==> config.mk <==
export PLATFORM = sky130hd
export DESIGN_NAME = board_drawer
export DESIGN_NICKNAME = d
export VERILOG_FILES = /design/src/rtl/othello_pkg.sv /design/src/rtl/board_drawer_square_scan.sv /design/src/rtl/board_drawer.sv
export SDC_FILE = /design/constraint.sdc
export NUM_CORES = 1
export LEC_CHECK = 0
export BUFFER_PORTS_ARGS = -buffer_cell sky130_fd_sc_hd__buf_4
export CAP_MARGIN = 20
export CORE_MARGIN = 5
export CORE_UTILIZATION = 55
export CTS_BUF_LIST = sky130_fd_sc_hd__clkbuf_2
export DETAILED_ROUTE_END_ITERATION = 10
export PLACE_DENSITY_LB_ADDON = 0.3
export SYNTH_ARGS = -nofsm -noshare
export SYNTH_HDL_FRONTEND = slang
export SYNTH_SLANG_ARGS = --single-unit
==> constraint.sdc <==
create_clock -name clock -period 3.2 [get_ports clock]
set_input_delay 0.48 -clock clock [delete_from_list [all_inputs] [get_ports clock]]
set_output_delay 0.48 -clock clock [all_outputs]
set_load 0.05 [all_outputs]
==> src/rtl/othello_pkg.sv <==
// Shared Othello board encodings, colours and screen geometry.
package othello_pkg;

  localparam int BOARD_DIM  = 8;
  localparam int CELL_PX    = 12;
  localparam int CELL_PITCH = 13;
  localparam int BOARD_X0   = 9;
  localparam int BOARD_Y0   = 9;

  localparam logic [1:0] CELL_EMPTY = 2'b00;
  localparam logic [1:0] CELL_SIDE0 = 2'b10;
  localparam logic [1:0] CELL_SIDE1 = 2'b11;

  localparam logic [2:0] COL_EMPTY  = 3'b010;
  localparam logic [2:0] COL_SIDE0  = 3'b000;
  localparam logic [2:0] COL_SIDE1  = 3'b111;
  localparam logic [2:0] COL_CURSOR = 3'b100;

  typedef enum logic [1:0] {ST_IDLE, ST_LOAD, ST_DRAW, ST_DONE} draw_state_e;

  typedef struct packed {
    logic [7:0] x;
    logic [6:0] y;
    logic [2:0] colour;
  } pixel_t;

  // 2'b01 is treated as empty along with CELL_EMPTY.
  function automatic logic [2:0] cell_colour(input logic [1:0] c);
    case (c)
      CELL_SIDE0: cell_colour = COL_SIDE0;
      CELL_SIDE1: cell_colour = COL_SIDE1;
      default:    cell_colour = COL_EMPTY;
    endcase
  endfunction

endpackage

==> src/rtl/board_drawer_square_scan.sv <==
// Row-major 2-D pixel counter over one SIZE x SIZE square.
module square_scan #(
  parameter  int SIZE = 12,
  localparam int W    = $clog2(SIZE)
) (
  input  logic         clock,
  input  logic         resetn,
  input  logic         clear_i,
  input  logic         adv_i,
  output logic [W-1:0] px_o,
  output logic [W-1:0] py_o,
  output logic         last_o
);

  localparam logic [W-1:0] LAST = W'(SIZE - 1);

  logic [W-1:0] px_q, py_q;

  always_ff @(posedge clock) begin
    if (!resetn || clear_i) begin
      px_q <= '0;
      py_q <= '0;
    end else if (adv_i) begin
      if (px_q == LAST) begin
        px_q <= '0;
        py_q <= (py_q == LAST) ? '0 : py_q + 1'b1;
      end else begin
        px_q <= px_q + 1'b1;
      end
    end
  end

  assign px_o   = px_q;
  assign py_o   = py_q;
  assign last_o = (px_q == LAST) && (py_q == LAST);

endmodule

==> src/rtl/board_drawer.sv <==
// Start/done-handshaked full-board redraw: one LOAD cycle per cell, then
// CELL_SIZE^2 registered pixel writes, with an optional latched cursor ring.
module board_drawer
  import othello_pkg::*;
#(
  parameter int CELL_SIZE = CELL_PX,
  parameter int PITCH     = CELL_PITCH,
  parameter int X_ORIGIN  = BOARD_X0,
  parameter int Y_ORIGIN  = BOARD_Y0
) (
  input  logic       clock,
  input  logic       resetn,
  input  logic       start,
  input  logic       cursor_en,
  input  logic [2:0] cursor_x,
  input  logic [2:0] cursor_y,
  output logic [2:0] cell_x,
  output logic [2:0] cell_y,
  input  logic [1:0] cell_q,
  output logic [7:0] x_plot,
  output logic [6:0] y_plot,
  output logic [2:0] colour,
  output logic       plot,
  output logic       busy,
  output logic       done
);

  localparam int SW = $clog2(CELL_SIZE);
  localparam logic [SW-1:0] EDGE = SW'(CELL_SIZE - 1);
  localparam logic [2:0]    LAST_CELL = 3'(BOARD_DIM - 1);

  draw_state_e state_q;
  logic [2:0]  cx_q, cy_q;
  logic [1:0]  cell_state_q;
  logic        cur_en_q;
  logic [2:0]  cur_x_q, cur_y_q;
  logic        plot_q, done_q;
  pixel_t      pix_q, pix_d;

  logic [SW-1:0] px, py;
  logic          last, ring;

  square_scan #(.SIZE(CELL_SIZE)) u_scan (
    .clock  (clock),
    .resetn (resetn),
    .clear_i(state_q == ST_LOAD),
    .adv_i  (state_q == ST_DRAW),
    .px_o   (px),
    .py_o   (py),
    .last_o (last)
  );

  assign ring = (px == '0) || (px == EDGE) || (py == '0) || (py == EDGE);

  always_comb begin
    pix_d.x = 8'(X_ORIGIN + PITCH * int'(cx_q) + int'(px));
    pix_d.y = 7'(Y_ORIGIN + PITCH * int'(cy_q) + int'(py));
    if (cur_en_q && cx_q == cur_x_q && cy_q == cur_y_q && ring)
      pix_d.colour = COL_CURSOR;
    else
      pix_d.colour = cell_colour(cell_state_q);
  end

  // Pixel outputs lag the DRAW state by one register stage.
  always_ff @(posedge clock) begin
    if (!resetn) begin
      state_q      <= ST_IDLE;
      cx_q         <= '0;
      cy_q         <= '0;
      cell_state_q <= '0;
      cur_en_q     <= 1'b0;
      cur_x_q      <= '0;
      cur_y_q      <= '0;
      plot_q       <= 1'b0;
      done_q       <= 1'b0;
      pix_q        <= '0;
    end else begin
      plot_q <= 1'b0;
      done_q <= 1'b0;
      case (state_q)
        ST_IDLE: if (start) begin
          cx_q     <= '0;
          cy_q     <= '0;
          cur_en_q <= cursor_en;
          cur_x_q  <= cursor_x;
          cur_y_q  <= cursor_y;
          state_q  <= ST_LOAD;
        end
        ST_LOAD: begin
          cell_state_q <= cell_q;
          state_q      <= ST_DRAW;
        end
        ST_DRAW: begin
          plot_q <= 1'b1;
          pix_q  <= pix_d;
          if (last) begin
            if (cx_q == LAST_CELL && cy_q == LAST_CELL) begin
              state_q <= ST_DONE;
            end else begin
              cx_q    <= cx_q + 1'b1;
              if (cx_q == LAST_CELL) cy_q <= cy_q + 1'b1;
              state_q <= ST_LOAD;
            end
          end
        end
        ST_DONE: begin
          done_q  <= 1'b1;
          state_q <= ST_IDLE;
        end
        default: state_q <= ST_IDLE;
      endcase
    end
  end

  assign cell_x = cx_q;
  assign cell_y = cy_q;
  assign x_plot = pix_q.x;
  assign y_plot = pix_q.y;
  assign colour = pix_q.colour;
  assign plot   = plot_q;
  assign done   = done_q;
  assign busy   = (state_q != ST_IDLE);

endmodule

======== Yosys cells after proc, flatten, opt, wreduce, memory -nomap -nowiden ========
Cells that the tools add are included.
operators by class
  add/subtract/negate cells ............... 8
  multipliers ............................. 2
  div/mod/pow operators ................... 0
  magnitude comparators ................... 0
  equality and inequality tests ........... 15
  shift-type cells ........................ 0
  mux-type cells .......................... 18
  bitwise operators ....................... 0
  reduce and logical (&&, ||, !) cells .... 20
operator list
  operator                                                           count
  3-bit two-way mux                                                  7
  3-bit one-hot mux with 2 select lines                              3
  4-bit by 3-bit multiplier with 7-bit output, first input constant  2
  4-bit by 1-bit adder with 4-bit output, second input constant      2
  4-bit by 7-bit adder with 8-bit output, first input constant       1
  8-bit by 4-bit adder with 8-bit output                             1
  2-bit == test, second input constant                               4
  4-bit == test, second input constant                               2
  4-bit logical NOT                                                  2
  4-bit two-way mux                                                  2
  2-bit inequality test, second input constant                       4
  2-bit one-hot mux with 4 select lines                              1
  4-bit by 7-bit adder with 7-bit output, first input constant       1
  7-bit by 4-bit adder with 7-bit output                             1
  3-bit by 1-bit adder with 3-bit output, second input constant      2
  3-bit == test                                                      2
  3-bit == test, second input constant                               2
  2-bit two-way mux                                                  3
  2-bit AND reduction                                                3
  1-bit logical AND                                                  5
  5-bit AND reduction                                                1
  1-bit logical OR                                                   4
  4-bit AND reduction                                                1
  2-bit nonzero test                                                 2
  4 further kinds                                                    5
storage, ports and cells
  flip-flop bits (word level) ............. 45
  latch bits .............................. 0
  bits in writable memories ............... 0
  bits in read-only memories .............. 0
  bits of input ports ..................... 12
  output and inout bits ................... 27
  logic and storage cells ................. 77
  memories kept ........................... 0

======== Logic depth before layout (Yosys ltp) ========
Gate-level depths: netlist (run 1).
  depth in word-level cells ............... 6
  depth in mapped cells ................... 10
  gate-level depth less buffers ........... 10

======== Modules after synthesis ========
A second synthesis (run 1) with hierarchy kept.
second synthesis, totals
  cell total of the unflattened synthesis .. 301
  area, all modules ....................... 2,836.5 µm²
modules (own cells, without submodules)
  module        instances  cells each  area each (µm²)  sequential area each (µm²)
  board_drawer  1          258         2,438.6          740.7
  square_scan   1          43          397.9            160.2

======== Least setup slack after synthesis (run 1) ========
Ideal clock, no wire load.
  kind .................................... reg2reg
  start point ............................. register cy_q[0], in the netlist cell_y[0]
  end point ............................... register pix_q, in the netlist y_plot[6]
  setup time .............................. 0.122 ns
  arrival time ............................ 2.950 ns
  required time ........................... 3.078 ns
  slack ................................... 0.128 ns
  cell stages (with the launch flop) ...... 11
  buffers on the path ..................... 0
  period minus slack after synthesis ...... 3.072 ns
  path through ............................ dfxtp_1 ha_1 inv_1 fa_1 inv_1 fa_1 ha_1 nand3_1 o211ai_1 mux2i_1 a311o_1
between the ends
  cells in the longest elaborated chain, start to end .. 3
ends and longest elaborated chain
  element                                      RTL line             text
  from (decl)                                  board_drawer.sv:33   logic [2:0] cx_q, cy_q;
  from (signal assigned)                       board_drawer.sv:101  if (cx_q == LAST_CELL) cy_q <= cy_q + 1'b1;
  4-bit by 3-bit multiplier with 7-bit output  board_drawer.sv:57   pix_d.y = 7'(Y_ORIGIN + PITCH * int'(cy_q) + int'(py));
  4-bit by 7-bit adder with 7-bit output       board_drawer.sv:57
  7-bit by 4-bit adder with 7-bit output       board_drawer.sv:57
  to (signal assigned)                         board_drawer.sv:95   pix_q <= pix_d;
  to (decl)                                    board_drawer.sv:38   pixel_t pix_q, pix_d;
Every way passes these cells.
A chain may end at the register's enable or synchronous reset.

======== Final worst setup path (run 1) ========
Same ends and word-level chain as after synthesis.

==> out/results.txt, run 1 <==
CTS Hold Bufs -> 0
Critical setup path kind -> reg2reg
Initial antenna violation count -> 0
Worst Skew -> 20.8 ps
Most frequent cells in the layout -> 45 x nand2_1, 45 x dfxtp_1, 41 x buf_4
Die ar. -> 6670 um^2
CP required -> 3510 ps
RSZ-0062 raised after global routing -> false
Post-DP Area -> 3140 um^2
Vias -> 2,389
# H-tree levels -> 2
CTS clk-pin slew, worst paths -> 240 ps
Net count after synthesis -> 382
Grt ovf -> 0
Peak supply drop -> 0.000193 V
Worst Setup Start Kind -> flop
Maxcap violations -> 0
Synth Flop Type -> dfxtp_1
Power per Cell Area -> 309 nW/um^2
Synth Warn # -> 0
Synth async-reset ratio -> 0
Synth top area share -> 0.319
Mapped Area -> 2820 um^2
Resized Gates After CTS -> 0
Share of layout cells above drive strength 1 -> 0.160
Sequential share of the synthesized area -> 0.319
1st-iter DRT viols -> 148
Drt pass-1 iters -> 4
Max Freq -> 343 MHz
# nets final -> 416
Mean post-synth cell area -> 8.61 um^2
Pin count of the biggest net entering global routing -> 33
Worst path cell trace -> ha_1 > inv_1 > fa_1 > inv_1 > fa_1 > ha_1 > nand3_1 > o211ai_1 > mux2i_1 > a311o_1
Final Hold Viols -> 0
Synthesized flop and latch total -> 45
Port Buffers -> 38
M1 GR Usage -> 0.247
Vias in the first global route -> 2,198
CTS tree -> built
Yosys cell types -> 55
CTS Buffer Depth -> 2
P_leak -> 1.44 nW
Clk sinks -> 45
Post-synth EDFFs -> 0
Total CTS buffers -> 5
IO Count -> 39
Setup WS post-layout -> 286 ps
Setup slack, reg-to-reg -> 290 ps
Cells after Synth -> 328
Initial Util -> 0.560
Post-DP HPWL -> 4420 um
Setup bufs post-CTS -> 0
Final Max Slew Viols -> 0
WL final -> 5940 um
Setup violators final -> 0
Worst slack, placed -> 328 ps
Tmin final -> 2910 ps
Gr usage total -> 0.190
Status -> finished clean
Crit path arrival time -> 3230 ps
Met2 Use GR -> 0.324
Synth top area cells -> dfxtp_1 32%, ha_1 16%, nand2_1 6.0%, a21oi_1 4.6%, fa_1 4.3%
Core area -> 5040 um^2
Tcrit/Tclk final -> 0.911
Area Growth Syn to Fin -> 12.8%
Slowest cell on crit path -> dfxtp_1
Die Wd -> 81.7 um
Chip height -> 81.7 um
Relative slew slack -> 0.585
Residual DRC -> 0
ANT cells -> 0
Final TNS setup -> 0 ps
Worst-path maximum fanout -> 7
Hold Crit Class -> in2reg
Clk root buf -> clkbuf_2
Post-route ant nets -> 0
Wire per inst -> 13.7 um
M3 GR Usage -> 0.0329
Worst Max-Slew Pin Slew -> 619 ps
Leading area contributor after synthesis -> dfxtp_1
Final Instance Area -> 3190 um^2
Worst skew pair latency -> 420 ps
CP endpoint kind -> flop
First-pass GRT wire length -> 9980 um
Slowest cell delay on critical path -> 530 ps
GRT busiest layer -> met2
Vias per inst -> 5.52
Rows -> 26
RD Place Congestion -> 0.870
## cells by family (layout without fill, tap and decap cells)
group / Yosys count / in the layout / synth area share
adder cells (fa/ha/maj): 42 / 42 / 0.202
buffers and inverters: 41 / 76 / 0.0625
XOR/XNOR: 10 / 10 / 0.0310
AO/OA/AOI/OAI: 66 / 66 / 0.146
flip-flops: 45 / 45 / 0.319
AND/OR/NAND/NOR: 116 / 116 / 0.210
multiplexers: 8 / 8 / 0.0292
## path summary, 6_finish.rpt
check | from | endpoint | cells after the start
min reg2reg | x_plot[1] | x_plot[1] | 2
max reg2reg | cell_y[0] | y_plot[6] | 10
min | cell_q[1] | cell_state_q[1] | 3
max | cell_y[0] | y_plot[6] | 10
## cell usage after synthesis, types with 2 or more instances
cell type,number
nand3_1,20
fa_1,6
xnor2_1,6
mux2i_1,6
o21bai_1,2
nor2_1,15
nand2_1,45
o31ai_1,3
buf_4,2
ha_1,36
mux2_2,2
inv_1,26
a21oi_1,26
nor2b_1,2
or3_1,3
nand4_1,5
buf_2,6
a31oi_1,3
clkbuf_1,4
xor2_1,4
o211ai_1,5
nand4b_1,4
o21ai_0,9
nand2b_1,2
o311ai_0,3
a21o_1,2
dfxtp_1,45
a211oi_1,4
nor3_1,4
o21a_1,2
and3b_1,2
## critical path, delay by kind of cell, from the launching register on
| family | cells | cell delay, ps |
|---|---|---|
| fa+ha+maj | 4 | 1490 |
| flops | 1 | 530 |
| compound gates | 2 | 530 |
| buf+inv | 2 | 110 |
| mux | 1 | 100 |
| simple gates | 1 | 80 |
## state kept, by name (all words and copies together), names as in the netlist
register / cells
cur_y_q: 3
cur_x_q: 3
done: 1
u_scan.py_o: 4
y_plot: 7
cell_state_q: 2
x_plot: 8
u_scan.px_o: 4
cur_en_q: 1
state_q: 2
plot: 1
cell_x: 3
cell_y: 3
colour: 3
## power by group
| part | switching (mW) | internal, mW | leakage (nW) |
|---|---|---|---|
| combinational | 0.0991 | 0.0486 | 1.05 |
| sequential | 0.0146 | 0.580 | 0.365 |
| clock | 0.190 | 0.0519 | 0.0304 |
## per-layer routing
| layer | routed length [um] | vias to the layer above |
|---|---|---|
| met4 | 103 | 0 |
| met2 | 2760 | 55 |
| met1 | 2750 | 1109 |
| met5 | 0 | - |
| met3 | 328 | 11 |
| li1 | - | 1214 |
## layout make-up
class	instances	area, um^2
Clock inverter	3	17.5
Sequential cell	45	901
Fill cell	453	1860
Tap cell	70	87.6
Clock buffer	5	25.0
Multi-Input combinational cell	242	1750
Inverter	27	101
Timing Repair Buffer	41	308
## through the flow
step | std cells | hold WS [ps] | util | power (mW)
after floorplan | 328 | 437 | - | 0.711
after CTS | 433 | 256 | 0.632 | 0.993
after global routing | 433 | 240 | 0.632 | 1.03
final | 433 | 271 | 0.632 | 0.984
after global placement | 425 | 440 | 0.624 | 0.751
after detailed placement | 425 | 447 | 0.624 | 0.754
(Power assumes the default switching activity.)
==> run 2: changes to the inputs <==
- MAX_ROUTING_LAYER: unset -> met4
- PLACE_DENSITY_LB_ADDON: 0.3 -> 0.12
==> out/results.txt, run 2 (synthesis gave the netlist of run 1 again) <==
Tcrit/Tclk final -> 0.899 (-0.0121)
Status -> finished clean
Worst reg-to-reg path cell count -> 10 (unchanged)
Area of the multi-input gates -> 1750 um^2 (unchanged)
P_int -> 676 uW (-0.60%)
Clk root buf -> clkbuf_2
Worst skew pair latency -> 420 ps (about the same)
Reg power frac -> 0.609 (+0.005)
Top cell family by delay on the critical path -> adder cells
Critical path endpoint -> y_plot[6]
Fill count -> 484 (+6.8%)
Tmin final -> 2880 ps (-38.9 ps)
Port Buffers -> 38 (unchanged)
Worst r2r src -> cell_y[0]
Critical setup path kind -> reg2reg
WL final -> 6070 um (+2.1%)
Most frequent cells in the layout -> 45 x nand2_1, 45 x dfxtp_1, 42 x buf_4
Pin count of the biggest net entering global routing -> 33 (unchanged)
Comb power frac -> 0.152 (+0.002)
Initial antenna violation count -> 0 (unchanged)
RSZ-0062 raised after global routing -> false
Final Hold Viols -> 0 (unchanged)
Chip height -> 81.7 um (unchanged)
Drt pass-1 iters -> 4 (unchanged)
Worst Setup Start Kind -> flop
Final Max Slew Viols -> 0 (unchanged)
Die ar. -> 6670 um^2 (unchanged)
Resized Gates After CTS -> 0 (unchanged)
Slowest cell on crit path -> dfxtp_1
Setup slack, reg-to-reg -> 320 ps (+40 ps)
Slowest cell delay on critical path -> 520 ps (about the same)
Clk sinks -> 45 (unchanged)
Initial Util -> 0.560 (unchanged)
Worst-path maximum fanout -> 7 (unchanged)
Worst Skew -> 15.8 ps (-4.99 ps)
Final Power -> 975 uW (-0.95%)
CTS Hold Bufs -> 0 (unchanged)
Relative slew slack -> 0.615 (+0.0307)
# nets final -> 417 (+0.24%)
Crit path arrival time -> 3220 ps (about the same)
RD Place Congestion -> 0.842 (-3.2%)
Setup bufs post-CTS -> 0 (unchanged)
Vias in the first global route -> 2,278 (+3.6%)
Worst Max-Slew Pin Slew -> 573 ps (-45.7 ps)
Post-DP Area -> 3150 um^2 (+0.24%)
Vias per inst -> 5.44 (-1.4%)
Setup violators final -> 0 (unchanged)
Grt ovf -> 0 (unchanged)
Reg area -> 901 um^2 (unchanged)
WP buf/inv -> 2 (unchanged)
Wire per inst -> 14.0 um (+1.9%)
CP required -> 3540 ps (+30 ps)
CTS tree -> built
# H-tree levels -> 2 (unchanged)
CTS Buffer Depth -> 2 (unchanged)
Maxcap violations -> 0 (unchanged)
Vias -> 2,362 (-1.1%)
Rows -> 26 (unchanged)
Core area -> 5040 um^2 (unchanged)
Critical Path Stages -> 10 (unchanged)
Residual DRC -> 0 (unchanged)
Worst path cell trace -> ha_1 > inv_1 > fa_1 > inv_1 > fa_1 > ha_1 > nand3_1 > o211ai_1 > mux2i_1 > a311o_1
Share of layout cells above drive strength 1 -> 0.159 (-0.000439)
Post-route ant nets -> 0 (unchanged)
Peak supply drop -> 0.000196 V (+1.5%)
IO Count -> 39 (unchanged)
Max FFs per register -> 8 (unchanged)
Sw Share -> 0.306 (-0.00240)
Clock power share -> 0.239 (-0.007)
P_leak -> 1.45 nW (+0.20%)
Final TNS setup -> 0 ps (unchanged)
CP endpoint kind -> flop
Worst slack, placed -> 342 ps (+13.5 ps)
Gr usage total -> 0.203 (+0.0133)
Final Instance Area -> 3190 um^2 (about the same)
Post-DP HPWL -> 4540 um (+2.8%)
1st-iter DRT viols -> 64 (-57%)
Power per Cell Area -> 306 nW/um^2 (-1.0%)
Sw Pwr -> 299 uW (-1.7%)
Area Growth Syn to Fin -> 12.9% (about the same)
CP startpoint -> cell_y[0]
CTS clk-pin slew, worst paths -> 220 ps (-20 ps)
Hold Crit Class -> in2reg
Worst r2r dst -> y_plot[6]
Total CTS buffers -> 5 (unchanged)
Max Freq -> 348 MHz (+1.4%)
Die Wd -> 81.7 um (unchanged)
ANT cells -> 0 (unchanged)
Setup WS post-layout -> 325 ps (+38.9 ps)
First-pass GRT wire length -> 10,400 um (+4.0%)
==> run 2: per-stage QoR <==
stage / util / hold WS [ps] / std cells
6_report: 0.633 / 274 / 434
2_1_floorplan: - / 437 / 328
3_3_place_gp: 0.625 / 442 / 426
5_1_grt: 0.633 / 222 / 434
4_1_cts: 0.633 / 257 / 434
3_5_place_dp: 0.625 / 449 / 426
==> run 2: layout make-up <==
class | count | share of cell area
clock inverter | 3 | 0.00392
sequential | 45 | 0.282
tap | 70 | 0.0275
inverter | 27 | 0.0318
multi-input combinational | 242 | 0.548
timing repair buffer | 42 | 0.0989
clock buffer | 5 | 0.00785
==> run 2: worst reg2reg max path, stage by stage (launching register included) <==
cell      delay (ps)
dfxtp_1          520
ha_1             230
inv_1             60
fa_1             480
inv_1             50
fa_1             450
ha_1             330
nand3_1           80
o211ai_1         200
mux2i_1          100
a311o_1          310
==> run 2: worst min path at each step <==
stage	slack (ps)	from	cells after the start	to
CTS	260	cursor_y[2]	3	cur_y_q[2]
finish	270	cursor_y[2]	3	cur_y_q[2]
global placement	440	y_plot[3]	2	y_plot[3]
floorplan	440	cur_en_q	2	cur_en_q
detailed placement	450	y_plot[3]	2	y_plot[3]
global route	220	cursor_y[2]	3	cur_y_q[2]
==> run 2: power by group through the flow <==
stage / Combinational, mW / Sequential, mW / Clock [mW]
2_1_floorplan: 0.0830 / 0.628 / 0
3_3_place_gp: 0.147 / 0.605 / 0
3_5_place_dp: 0.149 / 0.605 / 0
4_1_cts: 0.149 / 0.594 / 0.241
5_1_grt: 0.161 / 0.598 / 0.264
6_report: 0.148 / 0.594 / 0.233
==> run 2: per-layer routing <==
metal,track usage,wire length (um)
met5,-,0
met2,0.336,2760
met4,0.0515,80
met1,0.255,2970
met3,0.0428,265
==> run 3: changes to the inputs <==
- CORE_UTILIZATION: 55 -> 60
- MAX_ROUTING_LAYER: met4 -> unset
==> out/results.txt, run 3 (synthesis gave the netlist of run 1 again) <==
Worst-path maximum fanout -> 6 (-1)
Clk root buf -> clkbuf_2
Clock power share -> 0.233 (-0.006)
Setup violators final -> 0 (unchanged)
Die Wd -> 78.6 um (-3.7%)
Sw Share -> 0.298 (-0.00845)
Chip height -> 78.6 um (-3.7%)
ANT cells -> 0 (unchanged)
RD Place Congestion -> 0.851 (+1.0%)
CP endpoint kind -> flop
CP startpoint -> cell_y[2]
Status -> finished clean
Drt pass-1 iters -> 4 (unchanged)
CTS Buffer Depth -> 2 (unchanged)
Residual DRC -> 0 (unchanged)
Hold Crit Class -> in2reg
Max Freq -> 352 MHz (+1.2%)
RSZ-0062 raised after global routing -> false
Worst Max-Slew Pin Slew -> 628 ps (+55.2 ps)
Fill count -> 395 (-18%)
CTS Hold Bufs -> 0 (unchanged)
# H-tree levels -> 2 (unchanged)
Setup bufs post-CTS -> 0 (unchanged)
Placed insts -> 409 (-4.0%)
Die ar. -> 6180 um^2 (-7.3%)
Port Buffers -> 38 (unchanged)
Relative slew slack -> 0.581 (-0.0343)
Wire per inst -> 14.0 um (about the same)
First-pass GRT wire length -> 9980 um (-3.9%)
CP required -> 3490 ps (-50 ps)
Pin count of the biggest net entering global routing -> 33 (unchanged)
IO Count -> 39 (unchanged)
Most frequent cells in the layout -> 45 x nand2_1, 45 x dfxtp_1, 41 x buf_4
Comb power frac -> 0.153 (about the same)
Area of the multi-input gates -> 1750 um^2 (unchanged)
Worst slack, placed -> 375 ps (+33.2 ps)
CTS clk-pin slew, worst paths -> 210 ps (about the same)
# nets final -> 416 (-0.24%)
Critical setup path kind -> reg2reg
Worst Setup Start Kind -> flop
Total CTS buffers -> 5 (unchanged)
Area Growth Syn to Fin -> 11.8%
Grt ovf -> 0 (unchanged)
Setup slack, reg-to-reg -> 360 ps (+30 ps)
Rows -> 25 (-3.8%)
1st-iter DRT viols -> 68 (+6.3%)
Initial antenna violation count -> 0 (unchanged)
Power per Cell Area -> 306 nW/um^2 (+0.20%)
Gr usage total -> 0.200 (-0.00303)
Non-filler cells, final -> 416 (-4.1%)
Reg power frac -> 0.614 (+0.005)
Vias in the first global route -> 2,221 (-2.5%)
Sw Pwr -> 288 uW (-3.5%)
WL final -> 5810 um (-4.2%)
P_int -> 679 uW (+0.43%)
Post-DP HPWL -> 4320 um (-4.9%)
Worst r2r src -> cell_y[2]
Crit path arrival time -> 3130 ps (-90 ps)
Setup WS post-layout -> 359 ps (+34.5 ps)
Tmin final -> 2840 ps (-34.5 ps)
Vias per inst -> 5.69 (+4.5%)
Final Max Slew Viols -> 0 (unchanged)
Reg area -> 901 um^2 (unchanged)
Worst Skew -> 6.20 ps (-9.65 ps)
Max FFs per register -> 8 (unchanged)
CTS tree -> built
Initial Util -> 0.606 (+0.0459)
Worst skew pair latency -> 390 ps (-30 ps)
Maxcap violations -> 0 (unchanged)
Resized Gates After CTS -> 0 (unchanged)
P_leak -> 1.44 nW (-0.47%)
Share of layout cells above drive strength 1 -> 0.157 (-0.00188)
Vias -> 2,367 (+0.21%)
Post-route ant nets -> 0 (unchanged)
Peak supply drop -> 0.000238 V (+22%)
Final TNS setup -> 0 ps (unchanged)
Clk sinks -> 45 (unchanged)
Tcrit/Tclk final -> 0.888 (-0.0108)
Hold Startpoint -> cursor_y[0]
Core area -> 4660 um^2 (-7.6%)
Final Hold Viols -> 0 (unchanged)
-- run 3: changes by cell type in the layout (fill, tap and decap cells not counted), sizes merged --
| cell | before | now |
|---|---|---|
| clkbuf | 5 | 6 |
| clkinv | 3 | 1 |
| buf | 42 | 41 |
-- run 3: path summary, 6_finish.rpt --
kind,to,depth (start not counted)
setup / recovery,y_plot[5],10
hold / removal,cur_y_q[0],3
setup reg to reg,y_plot[5],10
hold reg to reg,x_plot[0],2
-- run 3: power by group through the flow --
stage               combinational, mW  sequential, mW  clock [mW]
finish                          0.148           0.594       0.225
global route                    0.163           0.597       0.257
CTS                             0.149           0.594       0.233
detailed placement              0.148           0.605           0
global placement                0.148           0.605           0
floorplan                      0.0830           0.628           0
-- run 3: layer usage --
metal  track usage  wire length [um]
met5             0                 0
met4        0.0647                52
met3        0.0459               261
met2         0.329              2720
met1         0.260              2780
-- run 3: final cells by class --
class | instances | share of cell area
Clock inverter | 1 | 0.00119
Sequential cell | 45 | 0.285
Timing Repair Buffer | 41 | 0.0975
Multi-Input combinational cell | 242 | 0.553
Tap cell | 54 | 0.0214
Clock buffer | 6 | 0.00951
Inverter | 27 | 0.0321
-- run 3: through the flow --
| step | hold slack (ps) | power (mW) | util | instance area (um^2) |
|---|---|---|---|---|
| 6_report | 303 | 0.967 | 0.678 | 3160 |
| 5_1_grt | 255 | 1.02 | 0.678 | 3160 |
| 4_1_cts | 279 | 0.976 | 0.678 | 3160 |
| 3_5_place_dp | 448 | 0.753 | 0.670 | 3120 |
| 3_3_place_gp | 442 | 0.753 | 0.670 | 3120 |
| 2_1_floorplan | 437 | 0.711 | - | 2820 |
-- run 3: worst max-delay path: stages (launching register included) --
cell	delay [ps]
dfxtp_1	510
ha_1	230
inv_1	60
fa_1	470
inv_1	50
fa_1	450
ha_1	340
nor2b_1	150
o21a_1	180
o2111ai_1	170
o311ai_0	140
